[config.mk]
export PLATFORM = sky130hd
export DESIGN_NAME = demux_1ton_buf
export DESIGN_NICKNAME = d
export VERILOG_FILES = /design/src/rtl/demux_1ton_buf.sv
export SDC_FILE = /design/constraint.sdc
export NUM_CORES = 1
export LEC_CHECK = 0
export BUFFER_PORTS_ARGS = -buffer_cell sky130_fd_sc_hd__buf_4
export CORE_MARGIN = 5
export CORE_UTILIZATION = 55
export CTS_CLUSTER_DIAMETER = 60
export DETAILED_ROUTE_END_ITERATION = 10
export PLACE_DENSITY = 0.76
export SKIP_CTS_REPAIR_TIMING = 1
export SLEW_MARGIN = 5
export SYNTH_ARGS = -nofsm -noshare
export SYNTH_HDL_FRONTEND = slang
export SYNTH_SLANG_ARGS = --single-unit
[constraint.sdc]
create_clock -name clk_i -period 2.55 [get_ports clk_i]
set_clock_uncertainty 0.1 [all_clocks]
set_input_delay 0.3825 -clock clk_i [delete_from_list [all_inputs] [get_ports clk_i]]
set_output_delay 0.3825 -clock clk_i [all_outputs]
set_load 0.01 [all_outputs]
[src/rtl/demux_1ton_buf.sv]
// demux_1ton_buf: 1-to-NUM_PORTS flit demultiplexer with a DEPTH-entry FIFO per
// output port. It has valid/ready handshakes on both sides and back-pressures the
// input when the selected port's FIFO is full. A flit with a select of
// NUM_PORTS or above is dropped and raises the sticky err_sel_o flag.
// Optional feature: define DEMUX_1TON_STATS_EN to add the flit_cnt_o port, which
// holds per-port saturating counters of delivered (popped) flits.
module demux_1ton_buf #(
    parameter int   DATA_W    = 16,
    parameter int   NUM_PORTS = 5,
    parameter int   DEPTH     = 2,
    localparam int  SEL_W     = $clog2(NUM_PORTS)
) (
    input  logic                          clk_i,
    input  logic                          rst_n_i,
    input  logic [DATA_W-1:0]             data_i,
    input  logic [SEL_W-1:0]              sel_i,
    input  logic                          valid_i,
    output logic                          ready_o,
    output logic [NUM_PORTS*DATA_W-1:0]   data_o,
    output logic [NUM_PORTS-1:0]          valid_o,
    input  logic [NUM_PORTS-1:0]          ready_i,
    output logic                          err_sel_o,
    input  logic                          err_clr_i
`ifdef DEMUX_1TON_STATS_EN
    ,
    output logic [NUM_PORTS*16-1:0]       flit_cnt_o
`endif
);

    localparam int PTR_W = (DEPTH > 1) ? $clog2(DEPTH) : 1;
    localparam int CNT_W = $clog2(DEPTH + 1);
    localparam logic [PTR_W-1:0] LAST_PTR = PTR_W'(DEPTH - 1);
    localparam logic [CNT_W-1:0] FULL_CNT = CNT_W'(DEPTH);

    logic [NUM_PORTS-1:0] full;
    logic [NUM_PORTS-1:0] empty;
    logic [NUM_PORTS-1:0] push;
    logic [NUM_PORTS-1:0] pop;
    logic                 sel_legal;
    logic                 accept;

    assign sel_legal = (int'(sel_i) < NUM_PORTS);

    // Input-side ready: an illegal select is always accepted and then dropped;
    // a legal one waits for room. Only registered FIFO state feeds this, so
    // there is no path from ready_i to ready_o.
    always_comb begin
        // NOTE: assigning the default first keeps every path driven, so no latch is inferred.
        ready_o = 1'b1;
        if (sel_legal) begin
            ready_o = !full[sel_i];
        end
    end

    assign accept = valid_i && ready_o;

    for (genvar p = 0; p < NUM_PORTS; p++) begin : g_port
        logic [PTR_W-1:0]  wr_ptr;
        logic [PTR_W-1:0]  rd_ptr;
        logic [CNT_W-1:0]  count;
        logic [DATA_W-1:0] mem [DEPTH];

        assign push[p]  = accept && sel_legal && (int'(sel_i) == p);
        assign pop[p]   = !empty[p] && ready_i[p];
        assign full[p]  = (count == FULL_CNT);
        assign empty[p] = (count == '0);

        // FIFO storage, pointers and occupancy. A push and a pop in the same
        // cycle advance both pointers and leave the count unchanged.
        always_ff @(posedge clk_i or negedge rst_n_i) begin
            if (!rst_n_i) begin
                wr_ptr <= '0;
                rd_ptr <= '0;
                count  <= '0;
                // NOTE: storage is reset on purpose so data_o is never X after reset; otherwise a RAM-style array would be left unreset.
                for (int i = 0; i < DEPTH; i++) begin
                    mem[i] <= '0;
                end
            end else begin
                // NOTE: non-blocking assignments make every register in this block update from pre-edge values.
                if (push[p]) begin
                    mem[wr_ptr] <= data_i;
                    wr_ptr      <= (wr_ptr == LAST_PTR) ? '0 : wr_ptr + PTR_W'(1);
                end
                if (pop[p]) begin
                    rd_ptr <= (rd_ptr == LAST_PTR) ? '0 : rd_ptr + PTR_W'(1);
                end
                if (push[p] && !pop[p]) begin
                    count <= count + CNT_W'(1);
                end else if (!push[p] && pop[p]) begin
                    count <= count - CNT_W'(1);
                end
            end
        end

        assign valid_o[p]                   = !empty[p];
        assign data_o[p*DATA_W +: DATA_W]   = mem[rd_ptr];

`ifdef DEMUX_1TON_STATS_EN
        logic [15:0] flit_cnt;

        // Count delivered flits on this port and saturate at all-ones.
        always_ff @(posedge clk_i or negedge rst_n_i) begin
            if (!rst_n_i) begin
                flit_cnt <= '0;
            end else if (pop[p] && (flit_cnt != 16'hFFFF)) begin
                flit_cnt <= flit_cnt + 16'd1;
            end
        end

        assign flit_cnt_o[p*16 +: 16] = flit_cnt;
`endif
    end

    // Sticky illegal-select flag. Setting it wins over a clear in the same cycle.
    always_ff @(posedge clk_i or negedge rst_n_i) begin
        if (!rst_n_i) begin
            err_sel_o <= 1'b0;
        end else if (accept && !sel_legal) begin
            err_sel_o <= 1'b1;
        end else if (err_clr_i) begin
            err_sel_o <= 1'b0;
        end
    end

endmodule

# Word level (Yosys, flattened, before mapping)

Index checks and enable logic that the tools add are counted.

Register bits: 181
Input port bits: 28

Add/subtract/negate cells: 20
$lt $le $gt $ge: 17
Eq/ne operators: 9
Muxes and demuxes: 55
Bitwise gates (word level): 10
Reduce and logical (&&, ||, !) cells: 57

Operators by type and width:

| cell                  | number |
|---|---|
| $mux W16              | 20 |
| $bwmux W32            | 5 |
| $demux W16 S1         | 5 |
| $logic_and A1 B1 Y1   | 28 |
| $ge A2 B2 Y1 const B  | 10 |
| $mux W2               | 10 |
| $not A1 Y2            | 10 |
| $logic_not A1 Y1      | 17 |
| $mux W1               | 14 |
| $reduce_bool A2 Y1    | 6 |
| $add A1 B1 Y1 const B | 10 |
| $add A2 B1 Y2 const B | 5 |
| $eq A2 B2 Y1 const B  | 5 |
| $logic_not A2 Y1      | 5 |
| $lt A2 B1 Y1 const B  | 5 |
| $sub A2 B1 Y2 const B | 5 |
| $eq A3 B3 Y1 const B  | 3 |
| $lt A3 B4 Y1 const B  | 1 |
| $bmux W1 S3           | 1 |
| $eq A3 B2 Y1 const B  | 1 |
| $logic_not A3 Y1      | 1 |
| $lt A3 B3 Y1 const B  | 1 |

# Depth between registers and ports, before layout

Word-level depth: 12
Gate-level depth with buffers: 7
Mapped depth without buffers: 6

# Least setup slack after synthesis

Ideal clock, no wire load.

Path type: input -> register
Start: in sel_i[1]
End: reg g_port[0].mem[10] (netlist name)
Arrival time: 1.829 ns
Data required time: 2.325 ns
Slack: 0.496 ns
Stages: 6
Cells stage by stage: or2_1 > buf_6 > or4b_4 > buf_6 > buf_12 > mux2_4

Longest elaborated chain between the ends: 7

RTL lines:

| what                           | line | source |
|---|---|---|
| start: declaration             | 16   | `input logic [SEL_W-1:0] sel_i,` |
| $bmux W1 S3                    | 51   | `ready_o = !full[sel_i];` |
| $mux W1 (implied by the code)  | 51   |  |
| $logic_not A1 Y1               | 51   |  |
| $mux W1                        | 50   | `if (sel_legal) begin` |
| $logic_and A1 B1 Y1            | 55   | `assign accept = valid_i && ready_o;` |
| $logic_and A1 B1 Y1            | 63   | `assign push[p] = accept && sel_legal && (int'(sel_i) == p);` |
| $logic_and A1 B1 Y1 (*)        | 63   |  |
| end signal: indexed assignment | 82   | `mem[wr_ptr] <= data_i;` |
| end: declaration               | 61   | `logic [DATA_W-1:0] mem [DEPTH];` |

Mark *: on every way between the ends. The rest lies on a longest branch, timed or not. The select of a mux whose other input is x is not followed.
A chain may end at the register's enable or synchronous reset.

# Final worst setup path

Start: reg g_port[2].count[0]
End: out ready_o

Longest elaborated chain between the ends: 5

RTL lines:

| what                          | line | source |
|---|---|---|
| start: declaration            | 60   | `logic [CNT_W-1:0] count;` |
| start signal: assignment      | 89   | `count <= count + CNT_W'(1);` |
| start signal: assignment      | 91   | `count <= count - CNT_W'(1);` |
| $eq A2 B2 Y1                  | 65   | `assign full[p] = (count == FULL_CNT);` |
| $bmux W1 S3                   | 51   |  |
| $mux W1 (implied by the code) | 51   |  |
| $logic_not A1 Y1              | 51   |  |
| $mux W1                       | 50   |  |
| end: declaration              | 18   | `output logic ready_o,` |

Every way passes these cells. The select of a mux whose other input is x is not followed.

==> metrics.log <==
INFO  metric vdd_drop_max = 0.6712 mV
INFO  metric syn_area_per_cell = ~15 µm²
INFO  metric grt_pass1_vias = 5043
INFO  metric synth_cell_type_count = 31
INFO  metric synth.net_count = 582
INFO  metric tritoncts_num_sinks = 181
INFO  metric critPathBufInv = 1
INFO  metric globalRouteTotalUtil = 19.76%
INFO  metric count_of_synthesis_stage_warnings_from_yosys = 0
INFO  metric setup-tns-final = 0 ns
INFO  metric timing.final.crit_period = 2.377 ns
INFO  metric via_per_inst = 5.489
INFO  metric hpwlAfterDp = approximately 12000 µm
INFO  metric detailedRoute.firstPassIterationCount = 4
INFO  metric setup_viol_count_final = 0
INFO  metric clk_root_buffer_cell = sky130_fd_sc_hd__clkbuf_16
INFO  metric timing.critical_path.required = 2.07 ns
INFO  metric max_slew_margin = around half
INFO  metric antenna_found_initial = 0
INFO  metric cp-end-kind = primary output
INFO  metric ratio_of_cells_with_drive_above_1_in_the_final_layout = ~62%
INFO  metric tightest_slew = approximately 0.78 ns
INFO  metric power_density = 1347 nW/µm²
INFO  metric grt_setup_unrepaired = false
INFO  metric outcome = finished, final reports clean
INFO  metric global_route_wire_length_before_repair = around 27000 µm
INFO  metric clock_latency = around 0.43 ns
INFO  metric instances_no_fill = approximately 850
INFO  metric gp_routability_congestion = around 0.84
INFO  metric total_leakage_power = roughly 4.7 nW
INFO  metric route.antenna.remaining_nets = 0
INFO  metric timing.critical_path.arrival = between 1.5 and 2 ns
INFO  metric cp_cell_sequence = or3b_2, a221oi_1, o32ai_1, buf_4
INFO  metric grt_start_max_net_pins = 65
INFO  metric syn_to_final_growth = 19.65%
INFO  metric synthCells = 549
INFO  metric grt_overflow_total = 0
INFO  metric crit_family = simple AND/OR/NAND/NOR gates
INFO  metric numCtsBuffers = 17
INFO  metric critPathMaxFanout = 5
INFO  metric coreArea = roughly 15000 µm²
INFO  metric ctsLongestPathBuffers = 2
INFO  metric crit_path_max_incr_delay = approximately 0.46 ns
INFO  metric start_util = between 50 and 60%
INFO  metric deepest_level_of_the_cts_h_tree = 4
INFO  metric number_of_vias_in_the_routed_layout = about 4.7k
INFO  metric yosysSeqAreaShare = between 50% and 60%
INFO  metric pin_count = approximately 120
INFO  metric layout.nets = 690
INFO  metric critPathKind = flop to primary output
INFO  metric worst_setup_hold_path_clk_slew = 0.06 ns
INFO  metric slew_violations = 0
INFO  metric route.final.wire_length = approximately 17000 µm
INFO  metric insertedDiodeCount = 0
INFO  metric finalHoldViolCount = 0
INFO  metric reg2reg_slack = around 0.64 ns
INFO  metric die-height = 132.7 µm
INFO  metric die-area = around 18000 µm²
INFO  metric syn-cell-area = 8284 µm²
INFO  metric drt_iter0_drc = ~190
INFO  metric synth-seq-cells = ~180
INFO  metric wire_per_inst = about 19 µm
INFO  metric finalCritPeriodShare = between 90% and 100%
INFO  metric crit_path_start_kind = flop
INFO  metric slowest_stage = sky130_fd_sc_hd__or3b_2
INFO  metric rows = 44
INFO  metric worstHoldPathType = input port to flop
INFO  metric cts_tree = built
INFO  metric placed_cells_incl_taps = just over 800
INFO  metric maxClockFrequency = around 420 MHz
INFO  metric cap_violations = 0
INFO  metric chipWidth = approximately 130 µm
INFO  metric buffers_added_on_ports = 114
INFO  metric drcViolationCount = 0
==> per-layer routing <==
metal | GRT usage, % | routed length (µm) | up-vias
met1 | 26.03 | 7405 | 2412
met3 | 5.657 | 786 | 22
met2 | 31.99 | 8120 | 97
met4 | 6.062 | 260 | 0
met5 | 0 | 0 | -
li1 | - | - | 2157
==> path summary, 6_finish.rpt <==
check,from,endpoint,cells after the start
min in group asynchronous,rst_n_i,g_port[0].mem[26]$_DFFE_PN0P_,2
worst min-delay path,err_clr_i,err_sel_o$_DFFE_PN0P_,2
max in group asynchronous,rst_n_i,g_port[2].mem[24]$_DFFE_PN0P_,3
worst max register to register,g_port[3].count[1]$_DFFE_PN0P_,g_port[3].mem[12]$_DFFE_PN0P_,4
worst max-delay path,g_port[2].count[0]$_DFFE_PN0P_,ready_o,4
worst min register to register,g_port[4].count[1]$_DFFE_PN0P_,g_port[4].count[1]$_DFFE_PN0P_,1
==> layout by cell type (no fill, tap or decap), types with 4 or more instances in the layout <==
| cell | n |
|---|---|
| sky130_fd_sc_hd__nor2_1 | 6 |
| sky130_fd_sc_hd__clkinv_2 | 4 |
| sky130_fd_sc_hd__nor4_4 | 5 |
| sky130_fd_sc_hd__nor2b_1 | 6 |
| sky130_fd_sc_hd__xor2_1 | 15 |
| sky130_fd_sc_hd__nor3_1 | 5 |
| sky130_fd_sc_hd__or2_2 | 5 |
| sky130_fd_sc_hd__nand2_1 | 7 |
| sky130_fd_sc_hd__xnor2_1 | 10 |
| sky130_fd_sc_hd__clkbuf_16 | 17 |
| sky130_fd_sc_hd__mux2_2 | 210 |
| sky130_fd_sc_hd__mux2_4 | 30 |
| sky130_fd_sc_hd__dfrtp_1 | 181 |
| sky130_fd_sc_hd__clkbuf_8 | 6 |
| sky130_fd_sc_hd__buf_4 | 128 |
| sky130_fd_sc_hd__ha_1 | 5 |
==> cells in the mapped netlist <==
cell type	count	area share [%]
sky130_fd_sc_hd__inv_1	2	0.091
sky130_fd_sc_hd__nor2b_1	6	0.45
sky130_fd_sc_hd__nor4_4	3	0.77
sky130_fd_sc_hd__or3b_2	2	0.21
sky130_fd_sc_hd__nor2_1	6	0.27
sky130_fd_sc_hd__nand2_1	7	0.32
sky130_fd_sc_hd__clkbuf_1	6	0.27
sky130_fd_sc_hd__o22ai_1	1	0.076
sky130_fd_sc_hd__buf_2	7	0.42
sky130_fd_sc_hd__buf_1	20	0.91
sky130_fd_sc_hd__mux2_4	30	5.4
sky130_fd_sc_hd__or2_1	1	0.076
sky130_fd_sc_hd__xnor2_1	10	1.1
sky130_fd_sc_hd__a221oi_1	2	0.21
sky130_fd_sc_hd__a21oi_1	1	0.060
sky130_fd_sc_hd__buf_6	6	0.82
sky130_fd_sc_hd__or2_2	5	0.38
sky130_fd_sc_hd__buf_12	2	0.48
sky130_fd_sc_hd__mux2_2	210	29
sky130_fd_sc_hd__xor2_1	15	1.6
sky130_fd_sc_hd__nor4_2	2	0.30
sky130_fd_sc_hd__dfrtp_1	181	55
sky130_fd_sc_hd__or4b_1	3	0.36
sky130_fd_sc_hd__ha_1	5	0.76
sky130_fd_sc_hd__nand3b_1	2	0.18
sky130_fd_sc_hd__o32ai_1	1	0.11
sky130_fd_sc_hd__or2b_4	1	0.14
sky130_fd_sc_hd__buf_4	2	0.18
sky130_fd_sc_hd__or4b_4	2	0.33
sky130_fd_sc_hd__nand2b_1	3	0.23
sky130_fd_sc_hd__nor3_1	5	0.30
==> sequential cells by signal (all words and copies together) (netlist names) <==
name / flops
err_sel_o: 1
g_port.mem: 160
g_port.wr_ptr: 5
g_port.rd_ptr: 5
g_port.count: 10
==> cell families after synthesis <==
group / after synthesis / synth area share, %
AO/OA/AOI/OAI: 5 / 0.4532
XOR/XNOR: 25 / 2.643
adder cells (fa/ha/maj): 5 / 0.7552
buffers and inverters: 45 / 3.172
flip-flops: 181 / 54.67
multiplexers: 240 / 33.98
AND/OR/NAND/NOR: 48 / 4.320
==> stage by stage <==
stage	utilization, %	instance area (µm²)	setup slack [ns]	hold slack (ns)	total power, W
2_1_floorplan	-	8284	0.4958	-0.01309	0.008385
3_3_place_gp	63.43	9289	0.3147	0.2880	0.01057
3_5_place_dp	63.43	9289	0.2663	0.3016	0.01079
4_1_cts	67.58	9896	0.1164	-0.1517	0.01348
5_1_grt	67.69	9912	0.07063	0.04654	0.01413
6_report	67.69	9912	0.1735	0.05640	0.01335
==> where the power goes <==
group          internal [W]  leakage [nW]  switching [W]
Combinational       0.00340          2.14        0.00212
Clock               0.00159         0.298        0.00105
Sequential          0.00426          2.24       0.000924
Total               0.00926          4.67        0.00410
==> layout make-up <==
type | count | area (µm²)
multi-input cells | 323 | 3516
inverters | 2 | 7.507
well taps | 184 | 230.2
flip-flops and latches | 181 | 4529
clock buffers | 24 | 511.7
fillers | 1023 | 4732
clock inverters | 8 | 95.09
repair buffers | 132 | 1022
No activity file was read; power rests on OpenSTA's default activity.
